**src/rtl/tx_bram_filler.sv**
```systemverilog
// Write side of the TX packet BRAM: streams AXI-S words into the BRAM from address 0,
// starts the OFDM transmitter once the packet is committed and waits for it to finish.
module tx_bram_filler #(
  parameter int ADDR_WIDTH    = 10,
  parameter int DATA_WIDTH    = 64,
  parameter int START_TIMEOUT = 255
) (
  input  logic                  clk,
  input  logic                  phy_tx_arestn,
  input  logic [DATA_WIDTH-1:0] s_axis_tdata,
  input  logic                  s_axis_tvalid,
  input  logic                  s_axis_tlast,
  output logic                  s_axis_tready,
  output logic                  bram_we,
  output logic [ADDR_WIDTH-1:0] bram_waddr,
  output logic [DATA_WIDTH-1:0] bram_wdata,
  output logic                  phy_tx_start,
  input  logic                  phy_tx_started,
  input  logic                  phy_tx_done,
  output logic [ADDR_WIDTH:0]   pkt_words,
  output logic                  busy,
  output logic                  overflow_err,
  output logic                  start_timeout_err,
  output logic [15:0]           tx_pkt_cnt
);

  localparam int TO_W = (START_TIMEOUT < 2) ? 1 : $clog2(START_TIMEOUT + 1);
  localparam logic [ADDR_WIDTH-1:0] WPTR_MAX = '1;
  localparam logic [TO_W-1:0]       TO_LAST  = TO_W'(START_TIMEOUT - 1);

  typedef enum logic [2:0] {IDLE, FILL, DROP, START, WAIT_STARTED, WAIT_DONE} state_t;

  state_t                  state, state_nxt;
  logic [ADDR_WIDTH-1:0]   wptr, wptr_nxt;
  logic [TO_W-1:0]         to_cnt, to_cnt_nxt;
  logic [ADDR_WIDTH:0]     pkt_words_nxt;
  logic [15:0]             tx_pkt_cnt_nxt;
  logic                    we_nxt, start_nxt, ovf_nxt, to_err_nxt, tready_nxt;
  logic [ADDR_WIDTH-1:0]   waddr_nxt;
  logic [DATA_WIDTH-1:0]   wdata_nxt;
  logic                    accept;

  assign accept = s_axis_tvalid & s_axis_tready;
  assign busy   = (state != IDLE);

  always_ff @(posedge clk or negedge phy_tx_arestn) begin
    if (!phy_tx_arestn) begin
      state             <= IDLE;
      wptr              <= '0;
      to_cnt            <= '0;
      s_axis_tready     <= 1'b0;
      bram_we           <= 1'b0;
      bram_waddr        <= '0;
      bram_wdata        <= '0;
      phy_tx_start      <= 1'b0;
      pkt_words         <= '0;
      overflow_err      <= 1'b0;
      start_timeout_err <= 1'b0;
      tx_pkt_cnt        <= '0;
    end else begin
      state             <= state_nxt;
      wptr              <= wptr_nxt;
      to_cnt            <= to_cnt_nxt;
      s_axis_tready     <= tready_nxt;
      bram_we           <= we_nxt;
      bram_waddr        <= waddr_nxt;
      bram_wdata        <= wdata_nxt;
      phy_tx_start      <= start_nxt;
      pkt_words         <= pkt_words_nxt;
      overflow_err      <= ovf_nxt;
      start_timeout_err <= to_err_nxt;
      tx_pkt_cnt        <= tx_pkt_cnt_nxt;
    end
  end

  always_comb begin
    state_nxt      = state;
    wptr_nxt       = wptr;
    to_cnt_nxt     = to_cnt;
    pkt_words_nxt  = pkt_words;
    tx_pkt_cnt_nxt = tx_pkt_cnt;
    we_nxt         = 1'b0;
    waddr_nxt      = bram_waddr;
    wdata_nxt      = bram_wdata;
    start_nxt      = 1'b0;
    ovf_nxt        = 1'b0;
    to_err_nxt     = 1'b0;

    case (state)
      IDLE: begin
        wptr_nxt = '0;
        if (accept) begin
          we_nxt    = 1'b1;
          waddr_nxt = '0;
          wdata_nxt = s_axis_tdata;
          wptr_nxt  = ADDR_WIDTH'(1);
          if (s_axis_tlast) begin
            pkt_words_nxt = (ADDR_WIDTH+1)'(1);
            state_nxt     = START;
          end else begin
            state_nxt = FILL;
          end
        end
      end
      FILL: begin
        if (accept) begin
          we_nxt    = 1'b1;
          waddr_nxt = wptr;
          wdata_nxt = s_axis_tdata;
          wptr_nxt  = wptr + ADDR_WIDTH'(1);
          if (s_axis_tlast) begin
            pkt_words_nxt = {1'b0, wptr} + (ADDR_WIDTH+1)'(1);
            state_nxt     = START;
          end else if (wptr == WPTR_MAX) begin
            // Last slot written; the rest of this packet is discarded.
            ovf_nxt   = 1'b1;
            state_nxt = DROP;
          end
        end
      end
      DROP: begin
        if (accept && s_axis_tlast) state_nxt = IDLE;
      end
      START: begin
        start_nxt  = 1'b1;
        to_cnt_nxt = '0;
        state_nxt  = WAIT_STARTED;
      end
      WAIT_STARTED: begin
        to_cnt_nxt = to_cnt + TO_W'(1);
        if (phy_tx_started) begin
          if (phy_tx_done) begin
            tx_pkt_cnt_nxt = tx_pkt_cnt + 16'd1;
            state_nxt      = IDLE;
          end else begin
            state_nxt = WAIT_DONE;
          end
        end else if (to_cnt == TO_LAST) begin
          to_err_nxt = 1'b1;
          state_nxt  = IDLE;
        end
      end
      WAIT_DONE: begin
        if (phy_tx_done) begin
          tx_pkt_cnt_nxt = tx_pkt_cnt + 16'd1;
          state_nxt      = IDLE;
        end
      end
      default: state_nxt = IDLE;
    endcase

    // Registered so that tready stays low during reset and rises one cycle after it.
    tready_nxt = (state_nxt == IDLE) || (state_nxt == FILL) || (state_nxt == DROP);
  end

endmodule
```
**config.mk**
```make
export PLATFORM = sky130hd
export DESIGN_NAME = tx_bram_filler
export DESIGN_NICKNAME = d
export VERILOG_FILES = /design/src/rtl/tx_bram_filler.sv
export SDC_FILE = /design/constraint.sdc
export NUM_CORES = 1
export LEC_CHECK = 0
export BUFFER_PORTS_ARGS = -buffer_cell sky130_fd_sc_hd__buf_4
export CORE_ASPECT_RATIO = 1.25
export CORE_UTILIZATION = 54
export DETAILED_ROUTE_END_ITERATION = 8
export PLACE_DENSITY = 0.85
export SLEW_MARGIN = 15
export SYNTH_ARGS = -nofsm -noshare
export SYNTH_HDL_FRONTEND = slang
export SYNTH_SLANG_ARGS = --single-unit
```
**constraint.sdc**
```tcl
create_clock -name clk -period 3.78 [get_ports clk]
set_input_delay 0.189 -clock clk [delete_from_list [all_inputs] [get_ports clk]]
set_output_delay 0.189 -clock clk [all_outputs]
set_load 0.02 [all_outputs]
```
==> impl_metrics.py, run 1 <==
metrics = {
    "status": {
        "status": "finished, final reports clean",
    },
    "placement": {
        "hpwl_mm": 8.93,
        "io_buffers": 176,
        "routabilityCongestion": 0.821,
        "place_area_sq_um": 6680,
    },
    "clock_network": {
        "numCtsBuffers": 17,
        "postCtsSetupRepairBufs": 0,
        "cts_tree": "yes",
        "ctsLongestPathBuffers": 2,
        "cts_root_buffer": "clkbuf_16",
        "clk_pin_slew_ns": 0.05,
        "cts_sinks": 127,
        "htreeDepth": 4,
        "clock_latency_ns": 0.42,
    },
    "logic_synthesis": {
        "yosysSeqAreaShare_pct": 60.0,
        "syn-num-nets": 632,
        "synth_area_per_cell_sq_um": 9.49,
        "synth_cell_types": 42,
        "yosys_warnings": 0,
        "netlist_area_sq_um": 5290,
        "ys_ff_latch": 127,
        "syn_inst": 558,
    },
    "floorplan": {
        "fp.coreArea_sq_um": 9560,
        "dieHeight_um": 113,
        "start_util_pct": 55.4,
        "placementRows": 40,
        "boundaryPins": 177,
        "die-area_sq_um": 10200,
        "dieWidth_um": 90.6,
    },
    "cells_and_area": {
        "layout_commonest_cell": "nand2_1",
        "layout_common_cells": "nand2_1, buf_4, dfrtp_1",
        "stdcell_area_sq_um": 8010,
        "area_delta_synth_final_pct": 51.4,
        "final_layout_size_suffix_gt1_share_pct": 27.1,
        "layout.nets": 868,
    },
    "setup_path": {
        "arrival_ns": 2.42,
        "crit_type": "reg2reg",
        "required_ns": 4.04,
        "crit_path_end_kind": "register",
        "path_max_fanout": 9,
        "startpoint_type": "register",
    },
    "sta": {
        "min_period_ns": 2.15,
        "fin_crit_sh_pct": 57.0,
        "timing.setup.tns_ns": 0,
        "finalHoldViolCount": 0,
        "max_slew_margin_pct": 43.7,
        "skew_ns": 0.0100,
        "worst_pin_slew_ns": 0.845,
        "clock.fmax_mhz": 464,
        "rsz0062_at_grt": "no",
        "finalSetupViolations": 0,
        "drv_slew": 0,
    },
    "grt": {
        "antenna_found_initial": 0,
        "grt_max_degree": 84,
        "grt_pass1_wl_mm": 26.2,
        "grt_use_total_pct": 33.6,
        "grt_pass1_vias": 5301,
        "grt_overflow_total": 0,
    },
    "power": {
        "p_leak_nw": 4.10,
        "power_density_nw_per_um2": 777,
        "vdd_drop_max_mv": 0.521,
    },
    "drt": {
        "wl_per_cell_um": 17.5,
        "vias": 5192,
        "drt_iter0_markers": 515,
        "via_per_inst": 5.55,
        "firstDrtPassIters": 5,
        "drcViolationCount": 0,
        "routed_wl_mm": 16.4,
        "ant_nets": 0,
    },
    "min_path": {
        "hold_class": "in2reg",
    },
    "job": {
        "cap_viol_max_count": 0,
    },
}
[state kept, by name, indices dropped and copies added (netlist names)]
register	count
bram_wdata	64
tx_pkt_cnt	16
pkt_words	11
bram_waddr	10
wptr	10
to_cnt	8
state	3
bram_we	1
overflow_err	1
phy_tx_start	1
s_axis_tready	1
start_timeout_err	1
[synthesized netlist by cell type, drive strengths merged]
master | instances | area, sq um
and4 | 1 | 11.3
nand2 | 240 | 901
nor4 | 1 | 6.26
and3 | 4 | 25.0
ha | 4 | 50.1
xor2 | 8 | 70.1
xnor2 | 15 | 131
mux2i | 1 | 10.0
nand3 | 26 | 135
inv | 6 | 22.5
nor3b | 3 | 22.5
a22o | 6 | 52.6
o31ai | 6 | 45.0
a21oi | 5 | 25.0
nand3b | 1 | 7.51
buf | 19 | 105
a211o | 1 | 8.76
dfrtp | 127 | 3180
or3b | 1 | 11.3
nand4 | 11 | 68.8
a32o | 1 | 10.0
nor3 | 5 | 30.0
and2 | 3 | 18.8
nand4b | 1 | 8.76
or3 | 4 | 25.0
o41ai | 1 | 8.76
o311ai | 1 | 8.76
o21ai | 25 | 125
o211ai | 5 | 37.5
clkbuf | 10 | 37.5
nor2 | 9 | 33.8
or2 | 2 | 12.5
or4b | 1 | 10.0
nand2b | 1 | 6.26
mux2 | 3 | 33.8
[stage by stage]
| stage | utilization (%) | setup slack [ns] | std cells | hold slack [ns] | power, mW |
|---|---|---|---|---|---|
| floorplan | - | 2.06 | 558 | -0.107 | 3.28 |
| global placement | 69.8 | 1.78 | 835 | 0.281 | 4.13 |
| detailed placement | 69.8 | 1.72 | 835 | 0.293 | 4.22 |
| CTS | 83.8 | 1.71 | 933 | 0.0121 | 6.13 |
| global route | 83.8 | 1.48 | 933 | 0.0238 | 6.51 |
| finish | 83.8 | 1.63 | 935 | 0.0395 | 6.23 |
[report_power, final]
part	leakage (nW)	switching [mW]	internal (mW)
registers	1.65	0.307	1.79
logic	2.13	1.41	0.855
clock network	0.317	0.591	1.27
total	4.10	2.31	3.91
[worst paths after layout]
| path | start | end | slack [ns] | cells past startpoint |
|---|---|---|---|---|
| max in group asynchronous | phy_tx_arestn | bram_wdata[0] | 2.58 | 3 |
| worst min-delay path | s_axis_tlast | overflow_err | 0.04 | 2 |
| min in group asynchronous | phy_tx_arestn | pkt_words[8] | 0.38 | 2 |
| worst max-delay path | wptr[1] | state[0] | 1.63 | 5 |
| worst min register to register | bram_wdata[20] | bram_wdata[20] | 0.48 | 2 |
| worst max register to register | wptr[1] | state[0] | 1.63 | 5 |
[critical path, stage by stage (launching register included)]
cell	delay, ns
dfrtp_1	0.46
ha_1	0.30
nand3_2	0.22
or3_1	0.53
nor3_1	0.32
o21ai_0	0.18
[layout make-up]
| type | count | area, sq um |
|---|---|---|
| Antenna cell | 2 | 5.00 |
| Clock buffer | 22 | 464 |
| Clock inverter | 10 | 208 |
| Fill cell | 503 | 1550 |
| Inverter | 6 | 22.5 |
| Multi-Input combinational cell | 396 | 1950 |
| Sequential cell | 127 | 3180 |
| Tap cell | 126 | 158 |
| Timing Repair Buffer | 246 | 2020 |
[cells by family (layout without fill, tap and decap cells)]
| family | count (synthesis) | in the layout | share of synthesized area (%) |
|---|---|---|---|
| adder cells (fa/ha/maj) | 4 | 4 | 0.945 |
| flip-flops | 127 | 127 | 60.0 |
| other | 0 | 2 | 0 |
| XOR/XNOR | 23 | 23 | 3.81 |
| buffers and inverters | 35 | 284 | 3.12 |
| AO/OA/AOI/OAI | 51 | 51 | 6.07 |
| multiplexers | 4 | 4 | 0.827 |
| AND/OR/NAND/NOR | 314 | 314 | 25.2 |
[routing by layer]
layer  up-vias  GRT usage [%]  wire length, um
li1       2306              -                -
met1      2489           36.6             5920
met2       305           56.9             8370
met3        92           7.80              978
met4         0           25.4             1100
met5         -              0                0
[repair_timing]
| item | CTS | global route |
|---|---|---|
| hold endpoints to repair | 121 | 0 |
| resized for setup | 0 | 0 |
| hold buffers | 66 | 0 |
Note: power is estimated with default switching activity, not from simulation.
==> run 2: changes to the inputs <==
Settings changed: ABC_AREA from default to 1, CORE_UTILIZATION 54 to 51, PLACE_DENSITY 0.85 to 0.8.
Clock period 3.78 ns to 2.17 ns, I/O delays scaled along.
==> impl_metrics.py, run 2 <==
metrics = {
    "status": {
        "status": "finished, final reports clean",
    },
    "floorplan": {
        "placementRows": 42,
        "dieHeight_um": 119,
        "fp.coreArea_sq_um": 10600,
        "dieWidth_um": 95.6,
        "start_util_pct": 52.6,
        "boundaryPins": 177,
        "die-area_sq_um": 11400,
    },
    "clock_network": {
        "ctsLongestPathBuffers": 2,
        "numCtsBuffers": 17,
        "cts_sinks": 127,
        "postCtsSetupRepairBufs": 0,
        "clk_pin_slew_ns": 0.06,
        "cts_root_buffer": "clkbuf_16",
        "htreeDepth": 4,
        "clock_latency_ns": 0.41,
        "cts_tree": "yes",
    },
    "sta": {
        "finalHoldViolCount": 0,
        "skew_ns": 0.00656,
        "timing.setup.tns_ns": 0,
        "clock.fmax_mhz": 533,
        "fin_crit_sh_pct": 86.5,
        "drv_slew": 0,
        "finalSetupViolations": 0,
        "whs_ns": 0.0242,
        "min_period_ns": 1.88,
        "max_slew_margin_pct": 56.2,
        "worst_pin_slew_ns": 0.657,
        "rsz0062_at_grt": "no",
        "timing.final.ws_setup_ns": 0.292,
    },
    "cells_and_area": {
        "stdcell_area_sq_um": 8250,
        "largestRegisters": "bram_wdata: 64 flops, tx_pkt_cnt: 16 flops, pkt_words: 11 flops",
        "area_delta_synth_final_pct": 47.7,
        "layout.nets": 996,
        "largest_reg_flops": 64,
        "layout_common_cells": "nand2_1, buf_4, dfrtp_1",
        "final_layout_size_suffix_gt1_share_pct": 25.4,
        "layout_commonest_cell": "nand2_1",
        "largest-register": "bram_wdata",
        "diodes": 0,
    },
    "logic_synthesis": {
        "yosys.area.top_type_share_pct": 56.9,
        "synth_edf_count": 0,
        "synth.most_common_cell": "nand2_1",
        "syn_inst": 674,
        "netlist_area_sq_um": 5580,
        "synth_common_cells": "nand2_1, dfrtp_1, inv_1",
        "synth_top_cell_by_area": "dfrtp_1",
        "yosys-top-cells-area": "dfrtp_1, nand2_1, inv_1, o21ai_0, nor2_1",
        "ys_ff_latch": 127,
        "syn-num-nets": 748,
        "ys.flop_type": "dfrtp_1",
        "synth_area_per_cell_sq_um": 8.28,
        "yosysSeqAreaShare_pct": 56.9,
        "yosys_warnings": 0,
        "synth_cell_types": 28,
        "async_reset_ff_share_pct": 100,
    },
    "grt": {
        "grt_overflow_total": 0,
        "grt_max_degree": 72,
        "grt_pass1_vias": 5478,
        "grt_use_total_pct": 30.5,
        "antenna_found_initial": 0,
        "grt_pass1_wl_mm": 26.3,
    },
    "placement": {
        "io_buffers": 176,
        "hpwl_mm": 10.1,
        "routabilityCongestion": 0.870,
        "dpl_worst_slack_ns": 0.542,
        "place_area_sq_um": 7020,
    },
    "drt": {
        "drcViolationCount": 0,
        "firstDrtPassIters": 5,
        "via_per_inst": 5.15,
        "vias": 5491,
        "routed_wl_mm": 16.8,
        "ant_nets": 0,
        "wl_per_cell_um": 15.7,
        "drt_iter0_markers": 341,
    },
    "job": {
        "cap_viol_max_count": 0,
    },
    "setup_path": {
        "crit_buf_inv": 2,
        "critPathTopFamily": "buffers and inverters",
        "arrival_ns": 2.18,
        "crit_type": "reg2reg",
        "slowest_stage": "dlygate4sd3_1",
        "crit_chain": "nand2_2 > nor2_4 > inv_2 > a21oi_2 > dlygate4sd3_1 > nand2_1 > nand2_1 > nor2_1",
        "path_max_fanout": 6,
        "required_ns": 2.47,
        "crit_top_cell": "nand2_1",
        "crit_path_end_kind": "register",
        "cp_slowest_stage_delay_ns": 0.56,
        "startpoint_type": "register",
    },
    "power": {
        "p_clk_share_pct": 23.4,
        "power.internal_mw": 6.46,
        "swShare_pct": 41.7,
        "vdd_drop_max_mv": 0.911,
        "p_switching_mw": 4.63,
        "finalPower_mw": 11.1,
        "seq_power_share_pct": 34.7,
        "p_leak_nw": 4.33,
        "power_density_nw_per_um2": 1350,
        "comb_power_share_pct": 42.0,
    },
    "min_path": {
        "hold_class": "in2reg",
    },
}
==> run 2: metrics by stage <==
stage | cells | util [%]
after floorplan | 674 | -
after global placement | 967 | 66.1
after detailed placement | 967 | 66.1
after CTS | 1066 | 77.7
after global routing | 1066 | 77.7
final | 1066 | 77.7
==> run 2: final timing paths <==
kind | startpoint | endpoint | slack (ns) | cells after the start
worst max-delay path | state[2] | s_axis_tready | 0.29 | 8
worst min-delay path | phy_tx_done | state[0] | 0.02 | 4
worst max register to register | state[2] | s_axis_tready | 0.29 | 8
worst min register to register | bram_wdata[41] | bram_wdata[41] | 0.47 | 2
max in group asynchronous | phy_tx_arestn | bram_wdata[31] | 1.27 | 3
min in group asynchronous | phy_tx_arestn | to_cnt[4] | 0.24 | 2
==> run 2: power by group through the flow <==
stage | Clock (mW) | Sequential (mW) | Combinational [mW]
after floorplan | 0 | 4.64 | 1.73
after global placement | 0 | 3.77 | 4.35
after detailed placement | 0 | 3.81 | 4.41
after CTS | 2.61 | 3.78 | 4.55
after global routing | 2.73 | 3.92 | 5.03
final | 2.59 | 3.85 | 4.66
==> run 2: final cells by class <==
type,instances,area [sq um]
Sequential cell,127,3180
Clock inverter,10,63.8
Tap cell,132,165
Timing Repair Buffer,249,2080
Inverter,48,180
Fill cell,679,2370
Clock buffer,21,480
Multi-Input combinational cell,479,2100
==> run 2: repair_timing <==
item | CTS | global route
hold buffers | 68 | 0
endpoints found under the hold margin | 110 | 0
setup endpoints to repair | 0 | 0
resized for setup | 0 | 0
==> run 2: kinds of logic after synthesis <==
family                   share of synthesized area (%)
AO/OA/AOI/OAI                                     4.71
XOR/XNOR                                          1.26
adder cells (fa/ha/maj)                          0.896
buffers and inverters                             5.54
flip-flops                                        56.9
multiplexers                                     0.179
AND/OR/NAND/NOR                                   30.5
==> run 2: worst min-delay path: cells and delay by family <==
kind	cells	cell delay, ns
AO/OA/AOI/OAI	1	0.05
AND/OR/NAND/NOR	2	0.13
buffers and inverters	1	0.10
==> run 2: routing by layer <==
metal  global-route usage [%]  vias up  part of all wire [%]
met4                     18.4        0                   5.1
met1                     33.7     2600                    38
met3                     8.24       71                   6.0
met5                        0        -                     0
met2                     51.2      228                    51
li1                         -     2592                     -
==> run 3: changes to the inputs <==
Settings changed: PLACE_DENSITY 0.8 to 0.82.
==> impl_metrics.py, run 3 (synthesized netlist as in run 2, its figures left out) <==
metrics = {
    "status": {
        "status": "finished, final reports clean",
    },
    "floorplan": {
        "fp.coreArea_sq_um": 10600,
        "boundaryPins": 177,
        "dieWidth_um": 95.6,
        "die-area_sq_um": 11400,
        "placementRows": 42,
        "start_util_pct": 52.6,
        "dieHeight_um": 119,
    },
    "clock_network": {
        "clk_pin_slew_ns": 0.06,
        "clock_latency_ns": 0.42,
        "ctsLongestPathBuffers": 2,
        "cts_tree": "yes",
        "cts_sinks": 127,
        "htreeDepth": 4,
        "postCtsSetupRepairBufs": 0,
        "ctsResizeCount": 0,
        "numCtsBuffers": 17,
        "postCtsHoldBufs": 68,
        "cts_root_buffer": "clkbuf_16",
    },
    "setup_path": {
        "rr_worst_depth": 7,
        "path_max_fanout": 14,
        "startpoint_type": "register",
        "crit_buf_inv": 2,
        "arrival_ns": 2.21,
        "crit_path_end_kind": "register",
        "worstReg2RegStart": "s_axis_tready",
        "regToRegEndpoint": "pkt_words[3]",
        "slowest_stage": "nor2_1",
        "critPathTopFamily": "simple AND/OR/NAND/NOR gates",
        "crit_top_cell": "nand2_1",
        "required_ns": 2.45,
        "cp-startpoint": "s_axis_tready",
        "crit_type": "reg2reg",
        "r2r_slack_ns": 0.24,
        "crit_chain": "nand2_1 > inv_1 > nand2_1 > nor2_1 > inv_1 > nand2_1 > o21ai_0",
        "cp_slowest_stage_delay_ns": 0.50,
    },
    "grt": {
        "grt_max_degree": 128,
        "grt_pass1_vias": 5859,
        "grt_use_total_pct": 32.3,
        "antenna_found_initial": 0,
        "grt_overflow_total": 0,
        "grt_pass1_wl_mm": 27.7,
    },
    "cells_and_area": {
        "register_area_sq_um": 3180,
        "layout_common_cells": "nand2_1, buf_4, dfrtp_1",
        "layout_commonest_cell": "nand2_1",
        "area_delta_synth_final_pct": 49.1,
        "final_util_pct": 78.4,
        "layout.nets": 996,
        "multi_input_area_sq_um": 2100,
        "largestRegisters": "bram_wdata: 64 flops, tx_pkt_cnt: 16 flops, pkt_words: 11 flops",
        "diodes": 0,
        "largest-register": "bram_wdata",
        "fillers": 654,
        "largest_reg_flops": 64,
        "final_layout_size_suffix_gt1_share_pct": 25.3,
    },
    "drt": {
        "vias": 5580,
        "dr_wl_met2_mm": 8.95,
        "dr.max_layer_used": "met4",
        "ant_nets": 0,
        "via_per_inst": 5.23,
        "drt_iter0_markers": 368,
        "drcViolationCount": 0,
        "wl_met3_mm": 1.29,
        "drt-met1-wl_mm": 6.17,
        "firstDrtPassIters": 5,
        "wl_per_cell_um": 16.1,
        "routed_wl_mm": 17.2,
    },
    "sta": {
        "skew_ns": 0.00955,
        "min_period_ns": 1.93,
        "timing.final.ws_setup_ns": 0.236,
        "worst_pin_slew_ns": 0.667,
        "whs_ns": 0.0155,
        "finalHoldViolCount": 0,
        "rsz0062_at_grt": "no",
        "clock.fmax_mhz": 517,
        "timing.setup.tns_ns": 0,
        "finalSetupViolations": 0,
        "drv_slew": 0,
        "max_slew_margin_pct": 55.5,
        "fin_crit_sh_pct": 89.1,
    },
    "job": {
        "cap_viol_max_count": 0,
    },
    "min_path": {
        "min_to": "state[0]",
        "min_path_cells": 4,
        "hold_class": "in2reg",
        "min-delay-start": "phy_tx_done",
    },
    "placement": {
        "hpwl_mm": 10.0,
        "dpl_worst_slack_ns": 0.274,
        "routabilityCongestion": 0.898,
        "io_buffers": 176,
    },
    "power": {
        "p_leak_nw": 4.36,
        "finalPower_mw": 11.6,
        "vdd_drop_max_mv": 0.904,
        "power_density_nw_per_um2": 1390,
    },
}
-- run 3: cell type report --
type                       count  area share (%)
clock buffer                  18            5.16
multi-input combinational    479            25.2
tap                          132            1.98
clock inverter                14            2.60
timing repair buffer         249            24.7
inverter                      48            2.17
sequential                   127            38.2
-- run 3: layer usage --
metal  GRT usage, %  vias to the layer above
li1               -                     2589
met4           20.4                        0
met3           10.2                       71
met5              0                        -
met2           54.9                      269
met1           33.6                     2651
-- run 3: worst max-delay path by stage --
stage	to	slack, ns	depth (start not counted)
6_report	pkt_words[3]	0.24	7
3_5_place_dp	pkt_words[3]	0.27	7
4_1_cts	pkt_words[3]	0.29	7
2_1_floorplan	tx_pkt_cnt[8]	0.74	7
5_1_grt	pkt_words[4]	0.07	7
3_3_place_gp	state[1]	0.39	7
-- run 3: worst register-to-register path: stages (launching register included) --
cell and delay [ns]:
dfrtp_1 0.35, nand2_1 0.16, inv_1 0.12, nand2_1 0.07
nor2_1 0.50, inv_1 0.38, nand2_1 0.14, o21ai_0 0.09
-- run 3: power breakdown --
group	total, mW	switching (mW)	internal (mW)
registers	3.85	0.667	3.19
logic	4.67	2.96	1.70
clock network	3.09	1.05	2.04
total	11.6	4.68	6.93
-- run 3: through the flow --
stage / cell area, sq um / std cells
2_1_floorplan: 5580 / 674
3_3_place_gp: 7000 / 967
3_5_place_dp: 7000 / 967
4_1_cts: 8320 / 1067
5_1_grt: 8320 / 1067
6_report: 8320 / 1067
